File: src/rtl/serial_sub_pkg.sv
// Shared types and constants for the bit-serial subtractor.
// Holds the FSM state type, the default operand width and the counter-width helper.
package serial_sub_pkg;

    typedef enum logic {
        IDLE = 1'b0,
        RUN  = 1'b1
    } state_t;

    localparam int DEFAULT_WIDTH = 8;

    // Bit-counter width for a WIDTH-bit operand; kept at least one bit wide.
    function automatic int cnt_width(input int width);
        return (width > 2) ? $clog2(width) : 1;
    endfunction

endpackage

File: src/rtl/half_subtractor.sv
// One-bit half subtractor: diff = x - y, borrow set when x < y.
// Two of these plus an OR gate form the full-subtractor cell.
module half_subtractor (
    input  logic x,
    input  logic y,
    output logic diff,
    output logic borrow
);

    assign diff   = x ^ y;
    assign borrow = ~x & y;

endmodule

File: src/rtl/serial_subtractor.sv
// Bit-serial subtractor computing A - B LSB-first with a final borrow flag.
// Define SERIAL_SUB_PARALLEL_OUT_EN to add the diff_word parallel result port.
module serial_subtractor
    import serial_sub_pkg::*;
#(
    parameter int WIDTH = DEFAULT_WIDTH
) (
    input  logic             clk,
    input  logic             rst_n,
    input  logic             start,
    input  logic             a_bit,
    input  logic             b_bit,
    input  logic             bit_valid,
    output logic             diff_bit,
    output logic             diff_valid,
    output logic             busy,
    output logic             done,
    output logic             borrow_out
`ifdef SERIAL_SUB_PARALLEL_OUT_EN
    ,
    output logic [WIDTH-1:0] diff_word
`endif
);

    localparam int             CW       = cnt_width(WIDTH);
    localparam logic [CW-1:0]  LAST_CNT = CW'(WIDTH - 1);

    state_t          r_state;
    state_t          w_next_state;
    logic [CW-1:0]   r_cnt;
    logic            r_borrow;
    logic            r_diff_bit;
    logic            r_diff_valid;
    logic            r_done;
    logic            r_borrow_out;

    logic            w_start;
    logic            w_accept;
    logic            w_last;
    logic            w_busy;
    logic            w_d1;
    logic            w_b1;
    logic            w_b2;
    logic            w_diff;
    logic            w_borrow_next;

    // Full-subtractor cell: (a - b) first, then subtract the running borrow.
    half_subtractor u_hs_ab (
        .x      (a_bit),
        .y      (b_bit),
        .diff   (w_d1),
        .borrow (w_b1)
    );

    half_subtractor u_hs_bw (
        .x      (w_d1),
        .y      (r_borrow),
        .diff   (w_diff),
        .borrow (w_b2)
    );

    assign w_borrow_next = w_b1 | w_b2;

    // NOTE: sequential state uses non-blocking assignments so every flop samples pre-edge values.
    always_ff @(posedge clk or negedge rst_n) begin
        if (!rst_n) begin
            r_state <= IDLE;
        end else begin
            r_state <= w_next_state;
        end
    end

    // NOTE: the default assignment up front keeps this block free of inferred latches.
    always_comb begin
        w_next_state = r_state;
        case (r_state)
            IDLE:    if (start)              w_next_state = RUN;
            RUN:     if (w_accept && w_last) w_next_state = IDLE;
            default:                         w_next_state = IDLE;
        endcase
    end

    always_comb begin
        w_start  = (r_state == IDLE) && start;
        w_accept = (r_state == RUN) && bit_valid;
        w_last   = (r_cnt == LAST_CNT);
        w_busy   = (r_state == RUN);
    end

    // The counter holds at WIDTH-1 on the last beat; the next start clears it.
    always_ff @(posedge clk or negedge rst_n) begin
        if (!rst_n) begin
            r_cnt        <= '0;
            r_borrow     <= 1'b0;
            r_diff_bit   <= 1'b0;
            r_diff_valid <= 1'b0;
            r_done       <= 1'b0;
            r_borrow_out <= 1'b0;
        end else begin
            r_diff_valid <= w_accept;
            r_done       <= w_accept && w_last;
            if (w_start) begin
                r_cnt        <= '0;
                r_borrow     <= 1'b0;
                r_borrow_out <= 1'b0;
            end else if (w_accept) begin
                r_diff_bit <= w_diff;
                r_borrow   <= w_borrow_next;
                if (w_last) begin
                    r_borrow_out <= w_borrow_next;
                end else begin
                    r_cnt <= r_cnt + 1'b1;
                end
            end
        end
    end

`ifdef SERIAL_SUB_PARALLEL_OUT_EN
    logic [WIDTH-1:0] r_diff_word;

    // LSB-first bits enter at the MSB and shift right, landing in place after WIDTH beats.
    always_ff @(posedge clk or negedge rst_n) begin
        if (!rst_n) begin
            r_diff_word <= '0;
        end else if (w_accept) begin
            r_diff_word <= {w_diff, r_diff_word[WIDTH-1:1]};
        end
    end

    assign diff_word = r_diff_word;
`endif

    assign diff_bit   = r_diff_bit;
    assign diff_valid = r_diff_valid;
    assign busy       = w_busy;
    assign done       = r_done;
    assign borrow_out = r_borrow_out;

endmodule

File: config.mk
export PLATFORM = sky130hd
export DESIGN_NAME = serial_subtractor
export DESIGN_NICKNAME = d
export VERILOG_FILES = /design/src/rtl/serial_sub_pkg.sv /design/src/rtl/half_subtractor.sv /design/src/rtl/serial_subtractor.sv
export SDC_FILE = /design/constraint.sdc
export NUM_CORES = 1
export LEC_CHECK = 0
export CAP_MARGIN = 0
export CORE_AREA = 2 2 39 41
export CTS_BUF_LIST = sky130_fd_sc_hd__clkbuf_8
export DETAILED_ROUTE_END_ITERATION = 10
export DIE_AREA = 0 0 41 43
export GPL_TIMING_DRIVEN = 0
export PLACE_DENSITY = 0.57
export SYNTH_ARGS = -nofsm -noshare
export SYNTH_HDL_FRONTEND = slang
export SYNTH_SLANG_ARGS = --single-unit
File: constraint.sdc
create_clock -name clk -period 2.62 [get_ports clk]
set_input_delay 0.262 -clock clk [delete_from_list [all_inputs] [get_ports clk]]
set_output_delay 0.262 -clock clk [all_outputs]
set_load 0.05 [all_outputs]
Word-level counts from Yosys, hierarchy flattened
Index checks and enable logic that the tools add are counted.
Widths: inputs -> output; s select.
{ "totals": {"elab_cells": 38, "inputBits": 6, "out_inout_bits": 5, "reg_bits": 9} }
{ "classes": {"n_bitwise": 9, "reduce_logical": 8, "n_addsub": 1, "muxes": 11, "n_eq_ne": 2} }
{ "ops": {"columns": ["operator", "count"], "rows": [
  ["$mux 3", 3],
  ["$mux 1", 7],
  ["$reduce_and 2->1", 3],
  ["$not 1->1", 4],
  ["$reduce_bool 2->1", 2],
  ["$add 3x1->3 const B", 1],
  ["$eq 3x3->1 const B", 1],
  ["$logic_and 1x1->1", 3],
  ["$and 1x1->1", 2],
  ["$ne 2x2->1 const B", 1],
  ["$pmux 1 s2", 1],
  ["$xor 1x1->1", 2],
  ["$or 1x1->1", 1]
]} }

Longest topological paths before layout
Gate-level depths: netlist of run 1.
{ "depth": {"word_depth": 7, "ltp_mapped": 4, "mapped_depth_nobuf": 4} }

Hierarchy
A second synthesis of run 1 with hierarchy kept.
{ "unflattened": {"cells_unflattened": 44, "hier_area_um2": 495.5} }
{ "by_module_without_submodules": {"columns": ["module", "seq_area_each_um2", "cells_each", "instances", "area_per_inst_um2"], "rows": [
  ["serial_subtractor", 225.2, 38, 1, 455.4],
  ["half_subtractor", 0.0, 3, 2, 20.0]
]} }

Worst setup path after synthesis of run 1
No wires, ideal clock.
{ "synth_path": {"path_kind": "register to register", "start": "register r_state, in the netlist busy", "end": "register r_borrow", "stages_incl_launch_ff": 4, "arrival_ns": 1.183, "t_required_ns": 2.499, "path_slack_ns": 1.316, "n_path_buf": 1, "setup_ns": 0.121, "period_less_slack_ns": 1.304, "path_cell_list": "dfrtp_1 -> buf_4 -> nor2_1 -> a22o_1"} }
{ "synth_between": {"elab_chain_cells": 3, "word_cells_on_any_way": 5, "classes_between": "1 x mux; 1 x bitwise; 3 x reduce/logical"} }
{ "synth_rtl": {"columns": ["item", "line", "rtl"], "rows": [
  ["start, declared", "serial_subtractor.sv:28", "state_t r_state;"],
  ["start signal, assigned", "serial_subtractor.sv:69", "r_state <= w_next_state;"],
  ["$not 1->1", null, null],
  ["$logic_and 1x1->1", "serial_subtractor.sv:84", "w_start = (r_state == IDLE) && start;"],
  ["$mux 1 or $reduce_bool 2->1 (tied branches)", null, null],
  ["end signal, assigned", "serial_subtractor.sv:108", "r_borrow <= w_borrow_next;"],
  ["end, declared", "serial_subtractor.sv:31", "logic r_borrow;"]
]} }
Parallel ways exist; a longest one is shown, timed or not.
A chain may end at the register's enable or synchronous reset.

Final worst setup path of run 1
{ "layout_path": {"start": "register r_state, in the netlist busy", "end": "output busy"} }
{ "layout_lines": {"columns": ["item", "line", "rtl"], "rows": [
  ["end, declared", "serial_subtractor.sv:16", "output logic busy,"]
]} }
No word-level cell between the ends.

==> results of run 1 <==
## logic make-up after synthesis
| logic type | Yosys count |
|---|---|
| multiplexers | 2 |
| AO/OA/AOI/OAI | 5 |
| flip-flops | 9 |
| buffers and inverters | 3 |
| adder cells (fa/ha/maj) | 3 |
| AND/OR/NAND/NOR | 18 |
## path summary, 6_finish.rpt
kind | from | to | slack (ns) | cells after the start
worst max-delay path | busy | busy | 0.83 | 1
worst min-delay path | rst_n | busy | 0.32 | 1
worst max register to register | r_cnt[0] | r_cnt[2] | 1.24 | 4
worst min register to register | diff_bit | diff_bit | 0.51 | 2
min in group clk | diff_bit | diff_bit | 0.51 | 2
max in group asynchronous | rst_n | r_borrow | 2.01 | 1
## power groups by stage
stage               logic (uW)  clock network (uW)  registers (uW)
global route               286                 166             235
CTS                        263                 163             227
global placement           256                   0             228
detailed placement         261                   0             229
floorplan                  120                   0             288
finish                     258                 160             226
## final cells by class
type | count | area (um2) | area share (%)
clock buffers | 3 | 41.29 | 6.522
flip-flops and latches | 9 | 225.2 | 35.57
multi-input cells | 28 | 227.7 | 35.97
well taps | 16 | 20.02 | 3.162
repair buffers | 10 | 100.1 | 15.81
clock inverters | 1 | 3.754 | 0.5929
inverters | 2 | 7.507 | 1.186
plain buffers | 1 | 7.507 | 1.186
## through the flow
step	setup WS (ns)	util (%)
after floorplan	1.316	-
after global placement	0.8440	42.50
after detailed placement	0.8310	42.50
after CTS	0.8107	45.75
after global routing	0.7640	45.75
final	0.8272	45.75
## state kept, by name, summed over array words and instances (netlist names)
signal      count
borrow_out      1
busy            1
diff_bit        1
diff_valid      1
done            1
r_borrow        1
r_cnt           3
## layer usage
metal	routed length, um	GRT usage, %	vias up
met4	34	12.00	0
met5	0	0	-
met1	374	17.67	172
li1	-	-	174
met2	414	17.19	12
met3	50	3.141	5
## synthesized netlist by cell type, types with 2 or more instances
cell,number,area [um2]
dfrtp_1,9,225.2
inv_1,2,7.510
nor2_1,2,7.510
o211ai_1,4,30.03
nand2_1,4,15.01
or3b_1,4,35.03
ha_1,2,25.02
and2_1,2,12.51
nand4b_1,2,17.52
==> metrics.md, run 1 <==
| Metric | Value |
|---|---|
| Hold Crit Class | `primary input to asynchronous set/reset pin` |
| Via count | `363` |
| Post-DRT Antenna Nets | `0` |
| Largest family of logic cells by synthesized area | `simple AND/OR/NAND/NOR gates` |
| Leading cell type in the layout, fill and taps excluded | `clkdlybuf4s50_1` |
| Post-synthesis sequential area ratio | `48.13%` |
| Die Y | `43 um` |
| CP top delay family | `buffers and inverters` |
| # hold bufs at CTS | `0` |
| Clk buf depth | `2` |
| Startpoint types | `flip-flop` |
| CP Buf/Inv Count | `1` |
| Post-synthesis async set-or-reset flop share | `100.0%` |
| Worst-path clk slew | `0.05 ns` |
| Final non-filler cell total | `70` |
| Layout cell share with drive strength beyond 1 | `9.259%` |
| Post-layout net count | `64` |
| Worst setup path class | `flip-flop to output port` |
| Initial detailed-routing violation count | `1` |
| Post-synth EDFFs | `0` |
| Crit. End Element | `output port` |
| Fin crit period | `1.793 ns` |
| Syn nets | `49` |
| Clk pwr share | `24.8%` |
| Final setup fails | `0` |
| Maximum clock frequency | `557.8 MHz` |
| # clock sinks | `9` |
| Max stage delay on crit path | `0.84 ns` |
| Mean area per synthesized cell | `11.70 um2` |
| Comb power frac | `40.1%` |
| Post-Syn Instances | `40` |
| Worst skew pair latency | `0.24 ns` |
| CTS resizes | `0` |
| Crit share post-route | `68.43%` |
| CTS tree | `built` |
| Setup Fix Bufs, Post-CTS | `0` |
| Syn-to-layout area delta | `35.29%` |
| Post-synth top flop | `dfrtp_1` |
| Crit-path max FO | `8` |
| Status | `finished clean` |
| Ys Warns | `0` |
| Vias per Instance | `5.186` |
| Netlist Area Pre-Place | `467.9 um2` |
| First-pass GRT wire length | `1518 um` |
| Post-DP HPWL | `627.9 um` |
| CP Cell Sequence | `clkdlybuf4s50_1` |
| Compound-Gate Fraction of Synth Area | `8.289%` |
| Distinct cells, synth | `18` |
| Max_cap viols | `0` |
| Setup TNS | `0 ns` |
| Final hold vios | `0` |
| DRC Markers | `0` |
| CTS H-Tree Depth | `1` |
| RePlAce Congestion | `0.7078` |
| # port buffers | `10` |
| Overall routed net length | `873 um` |
| Filler cell count | `138` |
| Xor/xnor share of the synthesized area | `0%` |
| Dpl cells | `66` |
| PD cells | `1019 mW/mm2` |
| Req. time, crit path | `2.36 ns` |
| Root Buffer | `clkbuf_8` |
| Die width | `41 um` |
| # IOs | `11` |
| Worst Path Arrival | `1.53 ns` |
| Total power | `644.9 uW` |
| Initial DRT Pass Iterations | `2` |
| VDD IR max | `0.3868 mV` |
| WHS | `0.3226 ns` |
| Clock skew | `0.003096 ns` |
| Total net switching power | `235.3 uW` |
| Number of diodes | `0` |
| Tightest Pin Transition | `0.4901 ns` |
| Commonest non-fill, non-tap cells in the layout | `clkdlybuf4s50_1 (10), dfrtp_1 (9), nand2_1 (4), or3b_1 (4), o211ai_1 (4)` |
| Initial antenna violation count | `0` |
| Mux contribution to synthesized area | `5.348%` |
| Vias in the first global route | `354` |
| Seq pwr share | `35.1%` |
| Final instance area | `633.1 um2` |
| Tot GR Track Use | `13.40%` |
| Die Area | `0.001763 mm2` |
| Register bit count reported by yosys | `9` |
| Largest net degree at the start of global routing | `11` |
| Grt ovf | `0` |
| Core Footprint | `0.001384 mm2` |
| Slew margin rel. | `67.22%` |
| Cts bufs inserted | `3` |
| Cell Int Power | `409.6 uW` |
| Slew Limit Fails | `0` |
| Sw Ratio | `36.49%` |
| Routed WL per cell | `12.47 um` |
| Initial core utilization | `33.82%` |
| Adder-Cell Fraction of Synth Area | `9.626%` |
| RSZ-0062 raised after global routing | `false` |
| Leakage | `0.0002805 uW` |
| DP Area | `588.1 um2` |
| Simple-gate share of the synthesized area | `25.40%` |
| Site row count | `14` |
| Critical Path Slowest Stage Cell | `clkdlybuf4s50_1` |
(Power assumes the default switching activity.)
==> run 2, diff against run 1 <==
Clock period 2.62 ns to 1.67 ns, I/O delays scaled along.
==> metrics.md, run 2 (synthesis results as in run 1) <==
| Metric | Value |
|---|---|
| Routed WL per cell | `12.47 um` |
| CP top delay family | `buffers and inverters` |
| Initial detailed-routing violation count | `1` |
| Critical Path Slowest Stage Cell | `clkdlybuf4s50_1` |
| Post-layout net count | `64` |
| Overall routed net length | `873 um` |
| Core Footprint | `0.001384 mm2` |
| # hold bufs at CTS | `0` |
| Site row count | `14` |
| CTS H-Tree Depth | `1` |
| Worst skew pair latency | `0.24 ns` |
| Crit-path max FO | `3` |
| Hold Crit Class | `primary input to asynchronous set/reset pin` |
| Startpoint types | `flip-flop` |
| Vias per Instance | `5.186` |
| Grt ovf | `0` |
| Final hold vios | `0` |
| Initial antenna violation count | `0` |
| Tot GR Track Use | `13.40%` |
| Initial core utilization | `33.82%` |
| CP Cell Sequence | `clkdlybuf4s50_1` |
| Final worst slack | `0.1092 ns` |
| Die Y | `43 um` |
| Crit. End Element | `output port` |
| Worst R2R End | `r_cnt[2]` |
| Largest register FFs | `3` |
| Vias in the first global route | `354` |
| Layout cell share with drive strength beyond 1 | `9.259%` |
| R2R depth | `4` |
| Maximum clock frequency | `640.7 MHz` |
| Clock skew | `0.003096 ns` |
| RSZ-0062 raised after global routing | `false` |
| Syn-to-layout area delta | `35.03%` |
| First-pass GRT wire length | `1518 um` |
| Register bank with the most flops | `r_cnt` |
| Fin crit period | `1.561 ns` |
| DRC Markers | `0` |
| Worst setup path class | `flip-flop to output port` |
| Post-DP HPWL | `627.9 um` |
| Final instance area | `631.9 um2` |
| Initial DRT Pass Iterations | `2` |
| VDD IR max | `0.6063 mV` |
| Max stage delay on crit path | `0.81 ns` |
| Worst r2r src | `r_cnt[0]` |
| Setup Fix Bufs, Post-CTS | `0` |
| Final setup fails | `0` |
| Status | `finished clean` |
| Clk buf depth | `2` |
| Die Area | `0.001763 mm2` |
| CTS tree | `built` |
| Req. time, crit path | `1.50 ns` |
| Largest net degree at the start of global routing | `11` |
| Dpl ws | `-0.02397 ns` |
| Number of diodes | `0` |
| Post-DRT Antenna Nets | `0` |
| Worst Path Arrival | `1.39 ns` |
| DP Area | `588.1 um2` |
| Commonest non-fill, non-tap cells in the layout | `dfrtp_1 (9), clkdlybuf4s50_1 (9), nand2_1 (4), or3b_1 (4), o211ai_1 (4)` |
| # IOs | `11` |
| # clock sinks | `9` |
| CP Buf/Inv Count | `1` |
| Reg-to-reg slack, setup | `0.29 ns` |
| Die width | `41 um` |
| Slew margin rel. | `67.22%` |
| Worst-path clk slew | `0.05 ns` |
| Max_cap viols | `0` |
| Tightest Pin Transition | `0.4901 ns` |
| Crit share post-route | `93.46%` |
| Leakage | `0.0002786 uW` |
| Root Buffer | `clkbuf_8` |
| Cts bufs inserted | `3` |
| RePlAce Congestion | `0.7078` |
| PD cells | `1596 mW/mm2` |
| Slew Limit Fails | `0` |
| # port buffers | `10` |
| Via count | `363` |
## run 2: timing repair
item | 4_1_cts | 5_1_grt
endpoints found under the hold margin | 0 | 0
resized for setup | 1 | 0
setup endpoints to repair | 1 | 0
## run 2: routing by layer
| layer | track usage (%) | wire length (um) | part of all wire, % | vias up |
|---|---|---|---|---|
| met4 | 12.00 | 34 | 3.9 | 0 |
| met2 | 17.19 | 413 | 47 | 12 |
| li1 | - | - | - | 174 |
| met5 | 0 | 0 | 0 | - |
| met3 | 3.141 | 51 | 5.8 | 5 |
| met1 | 17.67 | 374 | 43 | 172 |
## run 2: metrics by stage
| step | hold slack, ns | utilization (%) | total power (uW) | TNS, ns | std cells |
|---|---|---|---|---|---|
| floorplan | -0.1286 | - | 640.7 | 0 | 40 |
| global placement | 0.4964 | 42.50 | 758.8 | -0.01097 | 66 |
| detailed placement | 0.4966 | 42.50 | 769.4 | -0.02397 | 66 |
| CTS | 0.2410 | 45.66 | 1021 | 0 | 70 |
| global route | 0.2637 | 45.66 | 1075 | 0 | 70 |
| finish | 0.2276 | 45.66 | 1009 | 0 | 70 |
## run 2: worst max path at each step
stage / startpoint / to / slack [ns] / cells past startpoint
after floorplan: busy / r_borrow / 0.37 / 3
after global placement: a_bit / r_borrow / -0.01 / 5
after detailed placement: a_bit / r_borrow / -0.02 / 5
after CTS: borrow_out / borrow_out / 0.10 / 1
after global routing: borrow_out / borrow_out / 0.07 / 1
final: borrow_out / borrow_out / 0.11 / 1
## run 2: final cells by class
cell class | instances | area [um2]
flip-flops and latches | 9 | 225.2
repair buffers | 10 | 98.84
inverters | 2 | 7.507
multi-input cells | 28 | 227.7
clock inverters | 1 | 3.754
fillers | 139 | 752.0
well taps | 16 | 20.02
plain buffers | 1 | 7.507
clock buffers | 3 | 41.29
## run 2: power by group
group	internal (uW)	switching (uW)
sequential	297	58.3
combinational	183	220
clock	160	90.8
